===== src/rtl/mole_spawner_if.sv =====
// Handshake bundle between the mole spawner and the mole array.
// The spawner is the master: it consumes game/hiding status and issues go requests.
interface mole_spawner_if;
  logic       enable;
  logic [1:0] level;
  logic [7:0] hiding;
  logic [7:0] control;
  logic [15:0] spawn_count;
  logic       timeout;
  logic       busy;

  modport master (
    input  enable,
    input  level,
    input  hiding,
    output control,
    output spawn_count,
    output timeout,
    output busy
  );

  modport slave (
    output enable,
    output level,
    output hiding,
    input  control,
    input  spawn_count,
    input  timeout,
    input  busy
  );
endinterface


===== src/rtl/mole_spawner.sv =====
// LFSR-paced go-request generator for the mole array: picks a hiding mole each
// interval and holds its go bit until the mole rises (ack) or a timeout expires.
module mole_spawner #(
  parameter int unsigned BASE_INTERVAL = 25000000,
  parameter int unsigned MAX_ACTIVE    = 3,
  parameter int unsigned ACK_TIMEOUT   = 1000,
  parameter logic [15:0] LFSR_SEED     = 16'hACE1
) (
  input  logic           clock,
  input  logic           reset,
  mole_spawner_if.master bus
);

  localparam int unsigned CNT_W = (BASE_INTERVAL > 2) ? $clog2(BASE_INTERVAL) : 1;
  localparam int unsigned TMR_W = (ACK_TIMEOUT > 2) ? $clog2(ACK_TIMEOUT) : 1;
  // An all-zero seed would lock the LFSR, so it is replaced with 1.
  localparam logic [15:0]      SEED     = (LFSR_SEED == 16'h0000) ? 16'h0001 : LFSR_SEED;
  localparam logic [TMR_W-1:0] TMR_LAST = TMR_W'(ACK_TIMEOUT - 1);
  localparam logic [3:0]       MAX_V    = 4'(MAX_ACTIVE);

  typedef enum logic [1:0] {
    IDLE,
    WAIT,
    PICK,
    ISSUE
  } state_t;

  state_t           state_q, state_d;
  logic [15:0]      lfsr_q, lfsr_d;
  logic [CNT_W-1:0] cnt_q, cnt_d;
  logic [2:0]       idx_q, idx_d;
  logic [2:0]       probe_q, probe_d;
  logic [TMR_W-1:0] tmr_q, tmr_d;
  logic [7:0]       control_q, control_d;
  logic [15:0]      count_q, count_d;
  logic             timeout_q, timeout_d;

  logic [3:0]       active;
  logic [CNT_W-1:0] reload;
  logic             lfsr_fb;

  function automatic logic [CNT_W-1:0] reload_value(input logic [1:0] lvl);
    return CNT_W'((BASE_INTERVAL >> lvl) - 1);
  endfunction

  always_comb begin
    active = '0;
    for (int i = 0; i < 8; i++) begin
      active = active + {3'b000, ~bus.hiding[i]};
    end
  end

  assign reload  = reload_value(bus.level);
  assign lfsr_fb = lfsr_q[15] ^ lfsr_q[13] ^ lfsr_q[12] ^ lfsr_q[10];

  always_comb begin
    state_d   = state_q;
    lfsr_d    = {lfsr_q[14:0], lfsr_fb};
    cnt_d     = cnt_q;
    idx_d     = idx_q;
    probe_d   = probe_q;
    tmr_d     = tmr_q;
    control_d = control_q;
    count_d   = count_q;
    timeout_d = 1'b0;

    if (!bus.enable) begin
      state_d   = IDLE;
      cnt_d     = '0;
      idx_d     = '0;
      probe_d   = '0;
      tmr_d     = '0;
      control_d = '0;
    end else begin
      case (state_q)
        IDLE: begin
          control_d = '0;
          state_d   = WAIT;
          cnt_d     = reload;
        end

        WAIT: begin
          // At zero the counter parks until the active-mole cap frees up.
          if (cnt_q != '0) begin
            cnt_d = cnt_q - CNT_W'(1);
          end else if (active < MAX_V) begin
            state_d = PICK;
            idx_d   = lfsr_q[2:0];
            probe_d = '0;
          end
        end

        PICK: begin
          if (bus.hiding[idx_q]) begin
            state_d   = ISSUE;
            control_d = 8'd1 << idx_q;
            tmr_d     = '0;
          end else if (probe_q == 3'd7) begin
            state_d = WAIT;
            cnt_d   = reload;
          end else begin
            idx_d   = idx_q + 3'd1;
            probe_d = probe_q + 3'd1;
          end
        end

        ISSUE: begin
          // Ack is tested first so it wins over a simultaneous timeout.
          if (!bus.hiding[idx_q]) begin
            control_d = '0;
            count_d   = count_q + 16'd1;
            state_d   = WAIT;
            cnt_d     = reload;
          end else if (tmr_q == TMR_LAST) begin
            control_d = '0;
            timeout_d = 1'b1;
            state_d   = WAIT;
            cnt_d     = reload;
          end else begin
            tmr_d = tmr_q + TMR_W'(1);
          end
        end

        default: begin
          state_d   = IDLE;
          control_d = '0;
        end
      endcase
    end
  end

  always_ff @(posedge clock or posedge reset) begin
    if (reset) begin
      state_q   <= IDLE;
      lfsr_q    <= SEED;
      cnt_q     <= '0;
      idx_q     <= '0;
      probe_q   <= '0;
      tmr_q     <= '0;
      control_q <= '0;
      count_q   <= '0;
      timeout_q <= 1'b0;
    end else begin
      state_q   <= state_d;
      lfsr_q    <= lfsr_d;
      cnt_q     <= cnt_d;
      idx_q     <= idx_d;
      probe_q   <= probe_d;
      tmr_q     <= tmr_d;
      control_q <= control_d;
      count_q   <= count_d;
      timeout_q <= timeout_d;
    end
  end

  assign bus.control     = control_q;
  assign bus.spawn_count = count_q;
  assign bus.timeout     = timeout_q;
  assign bus.busy        = (state_q != IDLE);

endmodule


===== src/flat_wrapper.sv =====
// flat-port wrapper written by rule: the top's interface ports become plain ports
module mole_spawner_flat 
#(
  parameter int unsigned BASE_INTERVAL = 25000000,
  parameter int unsigned MAX_ACTIVE    = 3,
  parameter int unsigned ACK_TIMEOUT   = 1000,
  parameter logic [15:0] LFSR_SEED     = 16'hACE1
)
  (clock, reset, bus_enable, bus_level, bus_hiding, bus_control, bus_spawn_count, bus_timeout, bus_busy);
  mole_spawner_if bus_i ();
  input  logic clock;
  input  logic reset;
  input wire logic [$bits(bus_i.enable)-1:0] bus_enable;
  input wire logic [$bits(bus_i.level)-1:0] bus_level;
  input wire logic [$bits(bus_i.hiding)-1:0] bus_hiding;
  output wire logic [$bits(bus_i.control)-1:0] bus_control;
  output wire logic [$bits(bus_i.spawn_count)-1:0] bus_spawn_count;
  output wire logic [$bits(bus_i.timeout)-1:0] bus_timeout;
  output wire logic [$bits(bus_i.busy)-1:0] bus_busy;
  assign bus_i.enable = bus_enable;
  assign bus_i.level = bus_level;
  assign bus_i.hiding = bus_hiding;
  assign bus_control = bus_i.control;
  assign bus_spawn_count = bus_i.spawn_count;
  assign bus_timeout = bus_i.timeout;
  assign bus_busy = bus_i.busy;
  mole_spawner #(.BASE_INTERVAL(BASE_INTERVAL), .MAX_ACTIVE(MAX_ACTIVE), .ACK_TIMEOUT(ACK_TIMEOUT), .LFSR_SEED(LFSR_SEED)) u_core (.clock(clock), .reset(reset), .bus(bus_i));
endmodule

===== config.mk =====
export PLATFORM = sky130hd
export DESIGN_NAME = mole_spawner_flat
export DESIGN_NICKNAME = d
export VERILOG_FILES = /design/src/rtl/mole_spawner_if.sv /design/src/rtl/mole_spawner.sv /design/src/flat_wrapper.sv
export SDC_FILE = /design/constraint.sdc
export NUM_CORES = 1
export LEC_CHECK = 0
export CORE_UTILIZATION = 35
export DETAILED_ROUTE_END_ITERATION = 16
export GPL_ROUTABILITY_DRIVEN = 0
export GPL_TIMING_DRIVEN = 1
export MAX_ROUTING_LAYER = met4
export PLACE_DENSITY = 0.55
export RECOVER_POWER = 25
export SLEW_MARGIN = 40
export SYNTH_ARGS = -nofsm -noshare
export SYNTH_HDL_FRONTEND = slang
export SYNTH_SLANG_ARGS = --single-unit

===== constraint.sdc =====
create_clock -name clock -period 2.5 [get_ports clock]
set_input_delay 0.5 -clock clock [delete_from_list [all_inputs] [get_ports clock]]
set_output_delay 0.5 -clock clock [all_outputs]
set_load 0.01 [all_outputs]

Word level (Yosys, flattened, before mapping)
Cells that the tools add are included.

word-level totals
  output and inout port bits = 26
  logic and storage cells = 109
  register bits after elaboration = 84
  input bits = 13

operators by class
  order comparisons = 2
  bitwise operators = 12
  reductions and logical operators = 9
  muxes and demuxes = 43
  eq/ne operators = 19
  shift-type cells = 2
  add/subtract/negate cells = 13

operators by type and width
  operator                                               number
  2-to-1 mux 25 bit                                      6
  case mux 25 bit (4 select lines)                       1
  subtractor 25 x 1 -> 25 bit, second input constant     2
  2-to-1 mux 10 bit                                      4
  2-to-1 mux 8 bit                                       4
  2-to-1 mux 3 bit                                       10
  nonzero test 25 bit                                    1
  right shift 25 x 2 -> 25 bit, first input constant     1
  adder 4 x 1 -> 4 bit                                   6
  case mux 8 bit (3 select lines)                        1
  case mux 10 bit (2 select lines)                       1
  adder 16 x 1 -> 16 bit, second input constant          1
  inequality test 3 x 2 -> 1 bit, second input constant  5
  2-to-1 mux 2 bit                                       7
  inequality test 3 bit, second input constant           4
  case mux 3 bit (2 select lines)                        2
  AND reduction 4 bit                                    3
  adder 10 x 1 -> 10 bit, second input constant          1
  == test 10 bit, second input constant                  1
  inverter 1 bit                                         9
  case mux 2 bit (4 select lines)                        1
  left shift 1 x 3 -> 8 bit, first input constant        1
  adder 3 x 1 -> 3 bit, second input constant            2
  inequality test 3 x 1 -> 1 bit, second input constant  2
  other kinds (16)                                       24

Longest topological paths before layout
  word-level depth = 13
  depth in mapped cells = 13
  mapped depth without buffers = 13

Least setup slack after synthesis
OpenSTA, ideal clock, no wires.

  path type = input -> register
  start = in bus_hiding[0]
  end = reg u_core.probe_q[0]
  arrival = 3.570 ns
  setup time = 0.125 ns
  data required time = 2.375 ns
  setup slack = -1.195 ns
  cell stages on the path = 12
  buffers on the path = 0
  path through = inv_1 > ha_1 > fa_1 > fa_1 > fa_1 > inv_1 > fa_1 > a211oi_1 > mux2i_1 > o41ai_2 > a31oi_1 > mux2_2

between the ends
  word-level cells in the longest chain between the ends = 11
  elaborated cells on any way between the ends = 14
  classes of those cells = add/sub: 7; order compare: 1; eq/ne: 2; mux: 2; bitwise: 1; reduce/logical: 1

ends and longest elaborated chain
  item                                      line                 text
  from (decl)                               flat_wrapper.sv:15   input wire logic [$bits(bus_i.hiding)-1:0] bus_hiding;
  inverter 1 bit                            mole_spawner.sv:49   active = active + {3'b000, ~bus.hiding[i]};
  adder 1 x 1 -> 2 bit                      mole_spawner.sv:49
  adder 4 x 1 -> 4 bit (6 in a row)         mole_spawner.sv:49
  less-than comparator 4 x 2 -> 1 bit       mole_spawner.sv:86   end else if (active < MAX_V) begin
  inequality test 3 x 2 -> 1 bit (no line)  --
  AND reduction 5 bit (no line) (*)         --
  to (signal assigned)                      mole_spawner.sv:148  probe_q <= probe_d;
  to (decl)                                 mole_spawner.sv:32   logic [2:0] probe_q, probe_d;

Mark *: on every way between the ends. The rest lies on a longest branch, timed or not. The select of a mux whose other input is x is not followed.
A chain may end at the register's enable or synchronous reset.

Worst setup path after layout
  start = in bus_hiding[1]
  end = reg u_core.idx_q[0]

between the ends
  word-level cells in the longest chain between the ends = 11
  elaborated cells on any way between the ends = 14
  classes of those cells = add/sub: 7; order compare: 1; eq/ne: 2; mux: 2; bitwise: 1; reduce/logical: 1

ends and longest elaborated chain
  item                                      line                 text
  inverter 1 bit                            mole_spawner.sv:49
  adder 1 x 1 -> 2 bit                      mole_spawner.sv:49
  adder 4 x 1 -> 4 bit (6 in a row)         mole_spawner.sv:49
  less-than comparator 4 x 2 -> 1 bit       mole_spawner.sv:86
  inequality test 3 x 2 -> 1 bit (no line)  --
  AND reduction 5 bit (no line) (*)         --
  to (signal assigned)                      mole_spawner.sv:147  idx_q <= idx_d;
  to (decl)                                 mole_spawner.sv:31   logic [2:0] idx_q, idx_d;

Marks and branches as above.

==> qor.csv <==
metric,value,unit
cells after synthesis,472,
reg2reg setup slack,0.13,ns
hold-critical path depth,0,
Crit Path Class,input pin to flop,
Die Y,120,um
WHS Endpoint,u_core.lfsr_q[9],
initial antenna violation count,0,
GRT Resource Usage Total,18.7,%
nets@finish,594,
failing checks,setup timing,
sequential share of the synthesized area,43.4,%
Synth cell types,80,
Initial Util,36.3,%
number of synthesized flops with an enable pin,0,
Core Region,13400,um2
Syn. warnings,0,
Hold Fails Final Rpt,0,
Critical Path RT,2.73,ns
WL/cell,16.2,um
die width,120,um
CTS H-tree depth,3,
cts bufs inserted,9,
worst skew pair latency,0.35,ns
TritonCTS clock tree,done,
Max Cap Viol,0,
"CP delay by family, top",adder cells,
Post-Syn Nets,507,
Final HPWL DP,8760,um
final worst-path cycle share,137,%
"Slew Viols, Final",0,
remaining design rule violation count,0,
Post-synth ARST share,100,%
Worst Reg-to-Reg Cells,8,
final setup vio count,8,
Critical Path Start Type,input pin,
share of cells above drive strength 1,25.5,%
post-route design area,6260,um2
vias in the first global route,3953,
relative slew slack,48.3,%
status,finished with violations,
post-route ant nets,0,
syn_area_per_cell,10.3,um2
clock slew at reported path FFs,0.07,ns
maximum fanout along the worst path,4,
slew of the pin with the lowest slew margin,0.772,ns
Power Density,638,nW/um2
vias per cell,5.33,
Tmin final,3.43,ns
Worst EP arrival,3.66,ns
Overflow after GRT,0,
fillers,1285,
"commonest cells after routing, fill and taps aside","dfrtp_1, buf_4, nand2_1",
antenna fix cells,0,
Leak,2.71,nW
Clock Tree Buf Depth,2,
first-pass GRT wire length,20300,um
Worst path max stage delay,0.53,ns
num ports,39,
Synth-to-Final Area Change,28.7,%
unrepaired setup endpoints after global routing,yes,
Multi-input gate area,2690,um2
total of flip-flops plus latches after synthesis,84,
Final WS setup,-0.930,ns
via count,3947,
ys flop type,dfrtp_1,
Hold Crit Class,flop to flop,
first drt pass iteration count,5,
drt total wl,12000,um
initial DRC count,275,
VDD IR max,368,uV
Crit. End Element,flop,
"Slowest-stage cell, CP",fa_1,
clock sinks,84,
Register Area,2110,um2
standard-cell rows,42,
CTS Hold Bufs,0,
Clock Skew,0.00614,ns
die footprint,14400,um2
"Cell Chain, Critical Path",buf_12 > inv_12 > ha_4 > fa_1 > fa_1 > fa_2 > inv_2 > fa_2 > a211oi_2 > mux2i_1 > o41ai_2 > a31oi_2 > buf_4 > o2bb2ai_2,
worst min-delay path startpoint,u_core.lfsr_q[8],
"most common cell after layout, fill and taps aside",dfrtp_1,
Fmax achieved,292,MHz
Design Power,3.99,mW
largest net degree at the start of global routing,49,
reg2reg end,u_core.cnt_q[8],
Root Buffer,clkbuf_16,
placed cell area,5890,um2
CP bufs+invs,4,
synthesized area,4860,um2
Port Buf Inserts,38,
worst r2r src,u_core.tmr_q[0],
==> registers in the layout, indices dropped and copies added (netlist names) <==
signal / flops
u_core.cnt_q: 25
u_core.bus.control: 8
u_core.probe_q: 3
u_core.bus.spawn_count: 16
u_core.idx_q: 3
u_core.tmr_q: 10
u_core.bus.timeout: 1
u_core.state_q: 2
u_core.lfsr_q: 16
==> report_power, final <==
| group | internal, mW | leakage (nW) | switching [mW] | total (mW) |
|---|---|---|---|---|
| combinational | 0.441 | 1.44 | 0.536 | 0.978 |
| clock | 0.803 | 0.156 | 0.621 | 1.42 |
| sequential | 1.45 | 1.11 | 0.139 | 1.59 |
==> worst max path at each step <==
stage	from	to	slack, ns	depth (start not counted)
6_report	bus_hiding[1]	u_core.idx_q[0]	-0.93	14
5_1_grt	bus_hiding[1]	u_core.probe_q[0]	-1.07	14
4_1_cts	bus_hiding[1]	u_core.idx_q[1]	-1.05	15
3_5_place_dp	bus_hiding[1]	u_core.idx_q[1]	-1.72	15
3_3_place_gp	bus_hiding[1]	u_core.idx_q[0]	-1.64	15
2_1_floorplan	bus_hiding[1]	u_core.probe_q[0]	-0.93	11
==> synthesized netlist by cell type, types with 4 or more instances <==
| library cell | n | area share [%] |
|---|---|---|
| o211ai_1 | 4 | 0.62 |
| xnor2_1 | 21 | 3.8 |
| clkbuf_1 | 8 | 0.62 |
| a21oi_1 | 13 | 1.3 |
| fa_1 | 4 | 1.6 |
| dfrtp_1 | 76 | 39 |
| nor2b_1 | 6 | 0.77 |
| o31ai_1 | 5 | 0.77 |
| a31oi_1 | 5 | 0.64 |
| or3_1 | 5 | 0.64 |
| a32o_1 | 8 | 1.6 |
| mux2i_1 | 8 | 1.6 |
| ha_1 | 18 | 4.6 |
| a211oi_1 | 4 | 0.62 |
| nor4_1 | 5 | 0.64 |
| nand2b_1 | 6 | 0.77 |
| nand4_1 | 9 | 1.2 |
| xor2_1 | 7 | 1.3 |
| nand2_1 | 39 | 3.0 |
| o21ai_0 | 17 | 1.7 |
| a21o_1 | 4 | 0.62 |
| mux2_2 | 13 | 3.0 |
| and3_1 | 14 | 1.8 |
| dfstp_2 | 8 | 4.3 |
| nand3_1 | 27 | 2.8 |
| nor2_1 | 27 | 2.1 |
| inv_1 | 25 | 1.9 |
| nor3_1 | 12 | 1.2 |
==> cell families (layout without fill, tap and decap cells) <==
logic type	Yosys count	after routing	synth area share, %
AO/OA/AOI/OAI	97	97	15.8
XOR/XNOR	28	28	5.04
adder cells (fa/ha/maj)	22	22	6.28
buffers and inverters	42	134	3.76
flip-flops	84	84	43.4
multiplexers	21	21	4.66
AND/OR/NAND/NOR	178	178	21.0
==> final cells by class <==
cell class              instances  share of cell area, %
multi-input cells             346                   43.0
well taps                     176                   3.52
repair buffers                 92                   12.9
clock inverters                 7                   1.44
inverters                      26                   1.82
clock buffers                   9                   3.60
flip-flops and latches         84                   33.8
==> per-stage QoR <==
stage / TNS [ns] / hold WS [ns] / util (%) / setup slack, ns / std cells
2_1_floorplan: -6.59 / 0.331 / - / -0.930 / 472
3_3_place_gp: -17.16 / 0.341 / 44.0 / -1.64 / 723
3_5_place_dp: -19.02 / 0.337 / 44.0 / -1.72 / 723
4_1_cts: -7.88 / 0.360 / 46.6 / -1.05 / 739
5_1_grt: -7.75 / 0.363 / 46.7 / -1.07 / 740
6_report: -6.80 / 0.355 / 46.7 / -0.930 / 740
==> per-layer routing <==
layer | part of all wire [%] | vias to the layer above | track usage (%)
met5 | 0 | - | -
met4 | 0.82 | 0 | 4.53
met3 | 4.1 | 10 | 4.47
met2 | 49 | 75 | 29.7
met1 | 46 | 1959 | 24.1
li1 | - | 1903 | -
==> repair_timing <==
action	4_1_cts	5_1_grt
buffers inserted	1	2
endpoints found under the setup margin	8	21
gates resized for setup	19	7
pin swaps	16	13
No activity file was read; power rests on OpenSTA's default activity.
